## config.mk

```make
export PLATFORM = sky130hd
export DESIGN_NAME = demux_rr_dispatcher
export DESIGN_NICKNAME = d
export VERILOG_FILES = /design/src/rtl/demux_pkg.sv /design/src/rtl/rr_pick8.sv /design/src/rtl/demux_rr_dispatcher.sv
export SDC_FILE = /design/constraint.sdc
export NUM_CORES = 1
export LEC_CHECK = 0
export ABC_AREA = 1
export ABC_CLOCK_PERIOD_IN_PS = 7500
export BUFFER_PORTS_ARGS = -buffer_cell sky130_fd_sc_hd__buf_2
export CAP_MARGIN = 25
export CORE_UTILIZATION = 35
export CTS_BUF_LIST = sky130_fd_sc_hd__clkbuf_16
export CTS_CLUSTER_SIZE = 25
export DETAILED_ROUTE_END_ITERATION = 6
export GPL_TIMING_DRIVEN = 0
export PLACE_DENSITY = 0.6
export SLEW_MARGIN = 20
export SYNTH_ARGS = -nofsm -noshare
export SYNTH_HDL_FRONTEND = slang
export SYNTH_HIERARCHICAL = 1
export SYNTH_SLANG_ARGS = --single-unit
```

## constraint.sdc

```tcl
create_clock -name clk -period 7.5 [get_ports clk]
set_input_delay 0.75 -clock clk [delete_from_list [all_inputs] [get_ports clk]]
set_output_delay 0.75 -clock clk [all_outputs]
set_load 0.05 [all_outputs]
```

## src/rtl/demux_pkg.sv

```systemverilog
// Shared constants, FSM state type and select-encoding helper for the
// round-robin demux dispatcher.
package demux_pkg;

    localparam int NCH   = 8;
    localparam int SEL_W = 3;

    typedef enum logic [1:0] {
        IDLE,
        ARB,
        DRIVE
    } state_e;

    // Channel index to the demux select lines, returned as {s2,s1,s0}.
    function automatic logic [2:0] sel_to_bits(input logic [SEL_W-1:0] sel);
        return {sel[2], sel[1], sel[0]};
    endfunction

endpackage

```

## src/rtl/rr_pick8.sv

```systemverilog
// Rotating-priority finder: returns the first set bit of elig_i searching
// from ptr_i+1 upward (mod 8), so channel ptr_i has the lowest priority.
module rr_pick8
    import demux_pkg::*;
(
    input  logic [NCH-1:0]   elig_i,
    input  logic [SEL_W-1:0] ptr_i,
    output logic             found_o,
    output logic [SEL_W-1:0] idx_o
);

    logic [SEL_W-1:0] cand;

    always_comb begin
        found_o = 1'b0;
        idx_o   = '0;
        cand    = '0;
        for (int i = 1; i <= NCH; i++) begin
            cand = ptr_i + SEL_W'(i);
            if (!found_o && elig_i[cand]) begin
                found_o = 1'b1;
                idx_o   = cand;
            end
        end
    end

endmodule

```

## src/rtl/demux_rr_dispatcher.sv

```systemverilog
// Accepts words over valid/ready, picks an enabled and ready channel by
// round-robin, and drives the 1-to-8 demux inputs for HOLD cycles.
module demux_rr_dispatcher
    import demux_pkg::*;
#(
    parameter int DW      = 1,
    parameter int HOLD    = 1,
    parameter int TIMEOUT = 16
) (
    input  logic           clk,
    input  logic           rst,
    input  logic           in_valid,
    output logic           in_ready,
    input  logic [DW-1:0]  in_data,
    input  logic [NCH-1:0] ch_ready,
    input  logic [NCH-1:0] ch_mask,
    output logic [DW-1:0]  d,
    output logic           s2,
    output logic           s1,
    output logic           s0,
    output logic           out_valid,
    output logic           drop,
    output logic [7:0]     stall_cnt
);

    localparam int HCW = (HOLD > 1) ? $clog2(HOLD) : 1;
    localparam int WCW = (TIMEOUT > 1) ? $clog2(TIMEOUT) : 1;

    state_e           state_q, state_d;
    logic [DW-1:0]    word_q, word_d;
    logic [DW-1:0]    dout_q, dout_d;
    logic [SEL_W-1:0] sel_q, sel_d;
    logic [SEL_W-1:0] ptr_q, ptr_d;
    logic             valid_q, valid_d;
    logic             drop_q, drop_d;
    logic [7:0]       stall_q, stall_d;
    logic [HCW-1:0]   hold_q, hold_d;
    logic [WCW-1:0]   wait_q, wait_d;

    logic             found;
    logic [SEL_W-1:0] idx;

    rr_pick8 u_pick (
        .elig_i  (ch_ready & ch_mask),
        .ptr_i   (ptr_q),
        .found_o (found),
        .idx_o   (idx)
    );

    assign in_ready     = (state_q == IDLE) && !rst;
    assign d            = dout_q;
    assign {s2, s1, s0} = sel_to_bits(sel_q);
    assign out_valid    = valid_q;
    assign drop         = drop_q;
    assign stall_cnt    = stall_q;

    always_comb begin
        state_d = state_q;
        word_d  = word_q;
        dout_d  = dout_q;
        sel_d   = sel_q;
        ptr_d   = ptr_q;
        valid_d = valid_q;
        drop_d  = 1'b0;
        stall_d = stall_q;
        hold_d  = hold_q;
        wait_d  = wait_q;

        case (state_q)
            IDLE: begin
                if (in_valid && in_ready) begin
                    word_d  = in_data;
                    wait_d  = '0;
                    state_d = ARB;
                end
            end

            // A grant in the same cycle as the timeout takes precedence.
            ARB: begin
                if (found) begin
                    sel_d   = idx;
                    dout_d  = word_q;
                    valid_d = 1'b1;
                    hold_d  = HCW'(HOLD - 1);
                    state_d = DRIVE;
                end else begin
                    if (stall_q != 8'hFF) begin
                        stall_d = stall_q + 8'd1;
                    end
                    if (TIMEOUT != 0) begin
                        wait_d = wait_q + 1'b1;
                        if (wait_q == WCW'(TIMEOUT - 1)) begin
                            drop_d  = 1'b1;
                            state_d = IDLE;
                        end
                    end
                end
            end

            // Select keeps its last value after release; only d and valid clear.
            DRIVE: begin
                if (hold_q == '0) begin
                    dout_d  = '0;
                    valid_d = 1'b0;
                    ptr_d   = sel_q;
                    state_d = IDLE;
                end else begin
                    hold_d = hold_q - 1'b1;
                end
            end

            default: begin
                state_d = IDLE;
            end
        endcase
    end

    always_ff @(posedge clk) begin
        if (rst) begin
            state_q <= IDLE;
            word_q  <= '0;
            dout_q  <= '0;
            sel_q   <= '0;
            ptr_q   <= SEL_W'(NCH - 1);
            valid_q <= 1'b0;
            drop_q  <= 1'b0;
            stall_q <= '0;
            hold_q  <= '0;
            wait_q  <= '0;
        end else begin
            state_q <= state_d;
            word_q  <= word_d;
            dout_q  <= dout_d;
            sel_q   <= sel_d;
            ptr_q   <= ptr_d;
            valid_q <= valid_d;
            drop_q  <= drop_d;
            stall_q <= stall_d;
            hold_q  <= hold_d;
            wait_q  <= wait_d;
        end
    end

endmodule

```

Word-level counts from Yosys, hierarchy flattened --
Index checks and enable logic that the tools add are counted.
Storage, ports and cells: output and inout bits 15, register bits 25, input port bits 20
Cells by class: $lt $le $gt $ge 8, eq/ne operators 9, muxes and demuxes 49, reduce and logical (&&, ||, !) cells 29, bitwise logic cells 4, add/subtract/negate cells 10
Operators with widths (number):
- < comparator 3 x 4 -> 1 bit, second input constant | 8
- binary-select mux 1 bit (select 3 bit) | 8
- two-way mux 3 bit | 8
- two-way mux 1 bit | 22
- adder 3 bit, second input constant | 4
- AND reduction 3 bit | 4
- logical AND 1 bit | 9
- adder 8 x 1 -> 8 bit, second input constant | 1
- bitwise AND 8 bit | 1
- logical NOT 1 bit | 8
- two-way mux 2 bit | 4
- two-way mux 4 bit | 2
- inequality test 8 bit, second input constant | 1
- case mux 4 bit (2 select lines) | 1
- AND reduction 2 bit | 4
- adder 3 x 2 -> 3 bit, second input constant | 2
- inequality test 2 bit, second input constant | 3
- case mux 1 bit (2 select lines) | 3
- case mux 2 bit (3 select lines) | 1
- adder 4 x 1 -> 4 bit, second input constant | 1
- == test 4 bit, second input constant | 1
- nonzero test 2 bit | 2
- adder 3 x 1 -> 3 bit, second input constant | 1
- inequality test 3 bit, second input constant | 1
- other kinds (7) | 9

Depth between registers and ports, before layout --
Gate-level depths: netlist of the first run.
depth after elaboration 27, mapped depth 19, gate-level depth less buffers 17

Hierarchy --
The synthesis of the first run kept the hierarchy.
Modules (own cells, without submodules):
- demux_rr_dispatcher | seq. area each 480.5 um^2, times used 1, area an instance 1194.9 um^2, cells each 175
- rr_pick8 | seq. area each 0.0 um^2, times used 1, area an instance 763.2 um^2, cells each 142

Worst setup path after synthesis of the first run --
Ideal clock, no wire load.
path kind in2out, start point input port rst, end point output port in_ready, data arrival time 1.841 ns, path slack 4.909 ns, cell stages on the path 1, buffers on the path 0, data required time 6.750 ns, cell sequence nor3_1
On the way: longest elaborated chain between the ends 2
Ends and longest elaborated chain:
- from (decl) | line demux_rr_dispatcher.sv:11 | input logic rst,
- logical NOT 1 bit | line demux_rr_dispatcher.sv:50 | assign in_ready = (state_q == IDLE) && !rst;
- logical AND 1 bit | line demux_rr_dispatcher.sv:50
- to (decl) | line demux_rr_dispatcher.sv:13 | output logic in_ready,
Every way passes these cells.

Worst setup path in the final report of the first run --
start point register ptr_q[1], end point register stall_q[6], in the netlist stall_cnt[6]
On the way: longest elaborated chain between the ends 27, elaborated cells on any way between the ends 47, those cells by class add/sub (7); mux (24); bitwise (1); reduce/logical (15)
Ends and longest elaborated chain:
- from (decl) | line demux_rr_dispatcher.sv:33 | logic [SEL_W-1:0] ptr_q, ptr_d;
- from (signal assigned) | line demux_rr_dispatcher.sv:124 | ptr_q <= SEL_W'(NCH - 1);
- from (signal assigned) | line demux_rr_dispatcher.sv:135 | ptr_q <= ptr_d;
- adder 3 x 1 -> 3 bit | line rr_pick8.sv:19 | cand = ptr_i + SEL_W'(i);
- binary-select mux 1 bit (select 3 bit) | line rr_pick8.sv:20 | if (!found_o && elig_i[cand]) begin
- two-way mux 1 bit (not written as such) | line rr_pick8.sv:20
- two-way mux 1 bit | line rr_pick8.sv:20
- logical NOT 1 bit | line rr_pick8.sv:20
- logical AND 1 bit | line rr_pick8.sv:20
- two-way mux 1 bit | line rr_pick8.sv:20
- logical NOT 1 bit | line rr_pick8.sv:20
- [... 12 more ...]
- logical AND 1 bit | line rr_pick8.sv:20
- two-way mux 1 bit | line rr_pick8.sv:20
- logical NOT 1 bit | line rr_pick8.sv:20
- logical AND 1 bit | line rr_pick8.sv:20
- two-way mux 1 bit * | line rr_pick8.sv:20
- net found | line demux_rr_dispatcher.sv:40 | logic found;
- NOT 1 bit (no line) *
- AND reduction 3 bit (no line) *
- to (signal assigned) | line demux_rr_dispatcher.sv:138 | stall_q <= stall_d;
- to (decl) | line demux_rr_dispatcher.sv:36 | logic [7:0] stall_q, stall_d;
Mark *: on every way through the listed nets, which the timed path passes. The rest lies on a longest branch. The select of a mux whose other input is x is not followed. A chain may end at the register's enable or synchronous reset.

==> results.py, run 1 <==
metrics = {
    "status": {
        "status": "completed",
    },
    "global_route": {
        "track_usage": 0.164,
        "grt.overflow.total": 0,
        "grt_pass1_vias": 1830,
        "antenna_found_initial": 0,
        "grt_pass1_wl_mm": 8.04,
        "grt_max_degree": 13,
    },
    "floorplan": {
        "chipWidth_um": 76.8,
        "fp.coreArea_mm2": 0.00524,
        "fp.dieH_um": 76.8,
        "rows": 26,
        "io_pins": 35,
        "die_area_mm2": 0.00590,
        "initial_utilization": 0.374,
    },
    "sta": {
        "finalSetupViolations": 0,
        "layout_min_cycle_time_ns": 3.01,
        "rsz0062_at_grt": "no",
        "slew_headroom": 0.759,
        "timing.final.crit_share": 0.402,
        "worst_pin_slew_ns": 0.361,
        "fmax_mhz": 332,
        "finalHoldViolations": 0,
        "slew_violations": 0,
        "setup-tns-final_ns": 0,
        "clock_skew_ns": 0.00135,
    },
    "clock_tree": {
        "htreeDepth": 1,
        "cts_buffers": 3,
        "clkLatencyLatePin_ns": 0.26,
        "numClockSinks": 24,
        "cts_resized": 0,
        "cts.clk_slew.worst_paths_ns": 0.06,
        "cts_setup_buffers": 0,
        "cts.path.max_buffers": 2,
        "cts_hold_buf": 0,
        "root_buffer": "clkbuf_16",
        "cts_tree": "yes",
    },
    "placed_design": {
        "io_buffers": 34,
        "dp_hpwl_mm": 3.49,
        "place_congestion": 0.893,
    },
    "min_path": {
        "hold_path_depth": 2,
        "hp-class": "reg -> reg",
        "hold_end": "word_q$_SDFFE_PP0P_",
        "min_from": "word_q$_SDFFE_PP0P_",
    },
    "yosys": {
        "synth_fa_ha_area_frac": 0.0256,
        "syn-num-nets": 341,
        "synthDistinctLibCells": 31,
        "synth_compound_area_frac": 0.0613,
        "syn_inst": 317,
        "synth_top_family_by_area": "simple AND/OR/NAND/NOR gates",
        "syn_area_per_cell_um2": 6.18,
        "synthesis.area_mm2": 0.00196,
        "synthXorXnorAreaFrac": 0.0313,
        "synth_simple_gate_area_frac": 0.519,
        "muxShareOfSynthArea": 0,
        "yosys_warnings": 6,
        "ys_ff_latch": 24,
        "ys_seq_area_frac": 0.245,
    },
    "detailed_routing": {
        "routed-via-count": 1982,
        "routed_wl_mm": 4.47,
        "dr.pass1.iters": 7,
        "initialDrtViolationCount": 80,
        "drtAntennaViolNets": 0,
        "drcViolationCount": 0,
        "wire_per_inst_um": 10.5,
        "vias_per_cell": 4.67,
    },
    "layout": {
        "multi_input_area_mm2": 0.00125,
        "fin_nets": 380,
        "syn2layout_area_growth_pct": 17.0,
        "nFillCells": 570,
        "fin_util": 0.437,
        "regArea_um2": 480,
        "n_antenna_cell": 0,
        "layout-drive-gt1-share": 0.237,
    },
    "power_and_ir_drop": {
        "vdd_drop_max_mv": 0.101,
        "leakagePower_nw": 1.23,
        "power_density_mw_per_mm2": 179,
    },
    "critical_path": {
        "crit_type": "reg -> reg",
        "cp_common_cell": "nand3_1",
        "cp-start-kind": "flip-flop",
        "reg2reg_depth": 16,
        "critPathMaxFanout": 9,
        "r2r-end": "stall_cnt[6]$_SDFFE_PP0P_",
        "path_cells": "buf_6 -> inv_2 -> ha_1 -> buf_2 -> inv_2 -> nand3_1 -> nand3_1 -> nand2_1 -> inv_2 -> nand4_2 -> nor2_4 -> nand3_1 -> nor2_8 -> nand3_1 -> o21ai_0 -> nor2_1",
        "r2r_setup_slack_ns": 4.49,
        "max_stage_delay_ns": 0.38,
        "cp-end-kind": "flip-flop",
        "arrival_ns": 3.17,
        "cp_slowest_cell": "dfxtp_1",
        "worstReg2RegStart": "ptr_q[1]$_SDFFE_PP1P_",
        "required_ns": 7.66,
    },
    "flow_run": {
        "drv_cap": 0,
    },
}
==> logic make-up after synthesis <==
kind of cell,after synthesis
AND/OR/NAND/NOR,212
buffers and inverters,51
flip-flops,24
AO/OA/AOI/OAI,22
XOR/XNOR,4
adder cells (fa/ha/maj),4
==> routing by layer <==
layer  track usage  vias to the layer above  wire length [um]
li1              -                     1095                 -
met1         0.224                      858              2310
met2         0.269                       27              1930
met3        0.0321                        2               200
met4        0.0269                        0                23
met5             0                        -                 0
==> synth_stat cells (all sizes together) <==
cell type	n	area (um2)
a21oi	9	45.0
a31oi	1	12.5
buf	5	43.8
clkbuf	1	13.8
dfxtp	24	480
ha	4	50.1
inv	45	171
nand2	110	448
nand3	48	280
nand4	11	75.1
nor2	38	186
nor3	3	15.0
o211ai	1	7.51
o21ai	11	55.1
or2	2	12.5
xnor2	3	52.6
xor2	1	8.76
==> stage by stage <==
step | std cells | hold slack, ns | total power [mW] | area [um2] | setup WS, ns
CTS | 424 | 0.476 | 0.414 | 2290 | 4.47
floorplan | 317 | 0.429 | 0.264 | 1960 | 4.91
finish | 424 | 0.470 | 0.410 | 2290 | 4.49
global route | 424 | 0.484 | 0.438 | 2290 | 4.25
detailed placement | 421 | 0.455 | 0.295 | 2220 | 4.48
global placement | 421 | 0.448 | 0.295 | 2220 | 4.52
==> critical path: cells and delay by family (launching register included) <==
family | cells | cell delay [ns]
buf+inv | 5 | 0.67
simple gates | 9 | 1.41
flops | 1 | 0.38
compound gates | 1 | 0.16
fa+ha+maj | 1 | 0.27
==> worst max-delay path by stage <==
stage	start	to	slack, ns	depth (start not counted)
finish	ptr_q[1]$_SDFFE_PP1P_	stall_cnt[6]$_SDFFE_PP0P_	4.49	16
global route	ptr_q[1]$_SDFFE_PP1P_	wait_q[1]$_SDFFE_PP0P_	4.25	18
CTS	ptr_q[1]$_SDFFE_PP1P_	stall_cnt[6]$_SDFFE_PP0P_	4.47	16
detailed placement	ptr_q[1]$_SDFFE_PP1P_	stall_cnt[6]$_SDFFE_PP0P_	4.48	16
global placement	ptr_q[1]$_SDFFE_PP1P_	stall_cnt[6]$_SDFFE_PP0P_	4.52	16
floorplan	rst	in_ready	4.91	1
==> power breakdown <==
group / switching (mW) / internal, mW / leakage [nW]
Sequential: 0.00691 / 0.135 / 0.195
Combinational: 0.101 / 0.0509 / 0.997
Clock: 0.0459 / 0.0707 / 0.0370
==> cell usage in the layout (no fill, tap or decap), types with 2 or more instances in the layout <==
| cell | synthesis | routed |
|---|---|---|
| o21ai_0 | 9 | 9 |
| a21oi_1 | 9 | 9 |
| nor2_1 | 32 | 32 |
| nor2_4 | 3 | 3 |
| nor2_2 | 2 | 2 |
| ha_1 | 4 | 4 |
| nand2_2 | 5 | 5 |
| nand4_1 | 10 | 10 |
| nand2_1 | 102 | 102 |
| nand2_4 | 3 | 3 |
| inv_1 | 31 | 31 |
| dfxtp_1 | 24 | 24 |
| nand3_2 | 8 | 8 |
| inv_2 | 13 | 13 |
| buf_2 | 2 | 36 |
| o21ai_1 | 2 | 2 |
| clkbuf_16 | 0 | 3 |
| nand3_1 | 40 | 40 |
| buf_6 | 3 | 3 |
| nor3_1 | 3 | 3 |
==> final cells by class <==
type                       instances  area share
multi-input combinational        242       0.545
inverter                          45      0.0748
timing repair buffer              34      0.0743
buffer                             6      0.0251
sequential                        24       0.210
tap                               70      0.0382
clock buffer                       3      0.0328
==> sequential cells by signal (all words and copies together), names as in the netlist <==
register and flops:
d 1, drop 1, out_valid 1, ptr_q 3
sel_q 3, stall_cnt 8, state_q 2, wait_q 4
word_q 1
No activity file was read; power rests on OpenSTA's default activity.
==> run 2, diff against run 1 <==
--- a/config.mk
+++ b/config.mk
@@ -6,7 +6,7 @@
 export NUM_CORES = 1
 export LEC_CHECK = 0
 export ABC_AREA = 1
-export ABC_CLOCK_PERIOD_IN_PS = 7500
+export ABC_CLOCK_PERIOD_IN_PS = 2700
 export BUFFER_PORTS_ARGS = -buffer_cell sky130_fd_sc_hd__buf_2
 export CAP_MARGIN = 25
 export CORE_UTILIZATION = 35
@@ -14,7 +14,7 @@
 export CTS_CLUSTER_SIZE = 25
 export DETAILED_ROUTE_END_ITERATION = 6
 export GPL_TIMING_DRIVEN = 0
-export PLACE_DENSITY = 0.6
+export PLACE_DENSITY = 0.62
 export SLEW_MARGIN = 20
 export SYNTH_ARGS = -nofsm -noshare
 export SYNTH_HDL_FRONTEND = slang
==> constraint.sdc (replaced) <==
create_clock -name clk -period 2.7 [get_ports clk]
set_input_delay 0.27 -clock clk [delete_from_list [all_inputs] [get_ports clk]]
set_output_delay 0.27 -clock clk [all_outputs]
set_load 0.05 [all_outputs]
==> results.py, run 2 (synthesized netlist as in run 1, its figures left out) <==
metrics = {
    "placed_design": {
        "placed_cells": 421,
        "place_congestion": 0.861,
        "io_buffers": 34,
        "dp_hpwl_mm": 3.48,
    },
    "floorplan": {
        "initial_utilization": 0.374,
        "rows": 26,
        "die_area_mm2": 0.00590,
        "io_pins": 35,
        "fp.coreArea_mm2": 0.00524,
        "chipWidth_um": 76.8,
        "fp.dieH_um": 76.8,
    },
    "detailed_routing": {
        "wire_per_inst_um": 10.6,
        "drtAntennaViolNets": 0,
        "routed-via-count": 2065,
        "initialDrtViolationCount": 105,
        "vias_per_cell": 4.78,
        "dr.pass1.iters": 4,
        "routed_wl_mm": 4.59,
        "drcViolationCount": 0,
    },
    "power_and_ir_drop": {
        "leakagePower_nw": 1.27,
        "vdd_drop_max_mv": 0.270,
        "power_density_mw_per_mm2": 488,
    },
    "sta": {
        "layout_min_cycle_time_ns": 2.54,
        "timing.final.crit_share": 0.941,
        "setup-tns-final_ns": 0,
        "finalHoldViolations": 0,
        "worst_pin_slew_ns": 0.377,
        "fmax_mhz": 394,
        "finalSetupViolations": 0,
        "slew_headroom": 0.748,
        "slew_violations": 0,
        "clock_skew_ns": 0.000943,
    },
    "clock_tree": {
        "cts_buffers": 3,
        "numClockSinks": 24,
        "htreeDepth": 1,
        "cts_hold_buf": 0,
        "cts.clk_slew.worst_paths_ns": 0.06,
        "clkLatencyLatePin_ns": 0.25,
        "root_buffer": "clkbuf_16",
        "cts.path.max_buffers": 2,
        "cts_tree": "yes",
    },
    "min_path": {
        "hp-class": "in -> reg",
    },
    "critical_path": {
        "crit_type": "reg -> reg",
        "critPathMaxFanout": 9,
        "cp-end-kind": "flip-flop",
        "arrival_ns": 2.69,
        "required_ns": 2.85,
        "cp-start-kind": "flip-flop",
    },
    "layout": {
        "fin_nets": 388,
        "largest_register_ffs": 8,
        "syn2layout_area_growth_pct": 21.5,
        "final_cell_mix": "nand2_1 (102), nand3_1 (38), buf_2 (35)",
        "n_antenna_cell": 0,
        "layoutNonFillerInstCount": 432,
        "layout-drive-gt1-share": 0.265,
        "final_common_cell": "nand2_1",
    },
    "status": {
        "status": "completed",
    },
    "global_route": {
        "antenna_found_initial": 0,
        "grt.overflow.total": 0,
        "grt_max_degree": 13,
        "grt_pass1_vias": 1824,
        "grt_pass1_wl_mm": 8.07,
        "track_usage": 0.165,
    },
    "flow_run": {
        "drv_cap": 0,
    },
}
-- run 2: worst paths after layout --
path                    startpoint                         to  slack, ns  depth (start not counted)
max          ptr_q[0]$_SDFFE_PP1P_  stall_cnt[6]$_SDFFE_PP0P_       0.16                         15
min                       in_valid    state_q[0]$_SDFFE_PP0P_       0.29                          3
max reg2reg  ptr_q[0]$_SDFFE_PP1P_  stall_cnt[6]$_SDFFE_PP0P_       0.16                         15
min reg2reg    word_q$_SDFFE_PP0P_        word_q$_SDFFE_PP0P_       0.45                          2
-- run 2: worst max-delay path, cell delays in order (launching register included) --
cell and delay (ns):
dfxtp_2 0.38, inv_2 0.10, ha_1 0.30, clkbuf_4 0.20, inv_4 0.10, nand3_1 0.12
nand3_2 0.11, nand2_1 0.11, inv_2 0.08, nand4_2 0.13, nor2_4 0.14, nand3_4 0.13
nor2_8 0.21, nand3_1 0.11, o21ai_0 0.17, nor2_1 0.05
-- run 2: through the flow --
step                worst slack [ns]  power, mW  instance area (um2)  hold slack [ns]   util
floorplan                      0.113      0.734                 1960            0.412      -
global placement              -0.274      0.817                 2220            0.444  0.423
detailed placement            -0.307      0.820                 2220            0.447  0.423
CTS                           0.0266       1.15                 2320            0.282  0.443
global route                 -0.0103       1.24                 2380            0.316  0.454
finish                         0.159       1.16                 2380            0.285  0.454
-- run 2: power breakdown --
part	total, mW	switching, mW	internal, mW
combinational	0.454	0.293	0.161
clock	0.314	0.119	0.196
sequential	0.393	0.0188	0.374
-- run 2: final cells by class --
type	count	area, um2
plain buffers	6	60.1
clock buffers	3	75.1
fillers	539	2860
inverters	45	176
multi-input cells	242	1270
flip-flops and latches	24	483
well taps	70	87.6
repair buffers	42	230
-- run 2: per-layer routing --
metal | vias to the layer above | global-route usage | wire, um
met2 | 42 | 0.275 | 2100
met5 | - | 0 | 0
met1 | 916 | 0.222 | 2250
met3 | 0 | 0.0333 | 240
li1 | 1107 | - | -
met4 | 0 | 0.0231 | 0
-- run 2: repair_timing --
item | CTS | global route
buffers inserted | 2 | 6
setup endpoints to repair | 20 | 15
gates resized for setup | 2 | 6
pin swaps | 3 | 3
hold endpoints to repair | 0 | 0
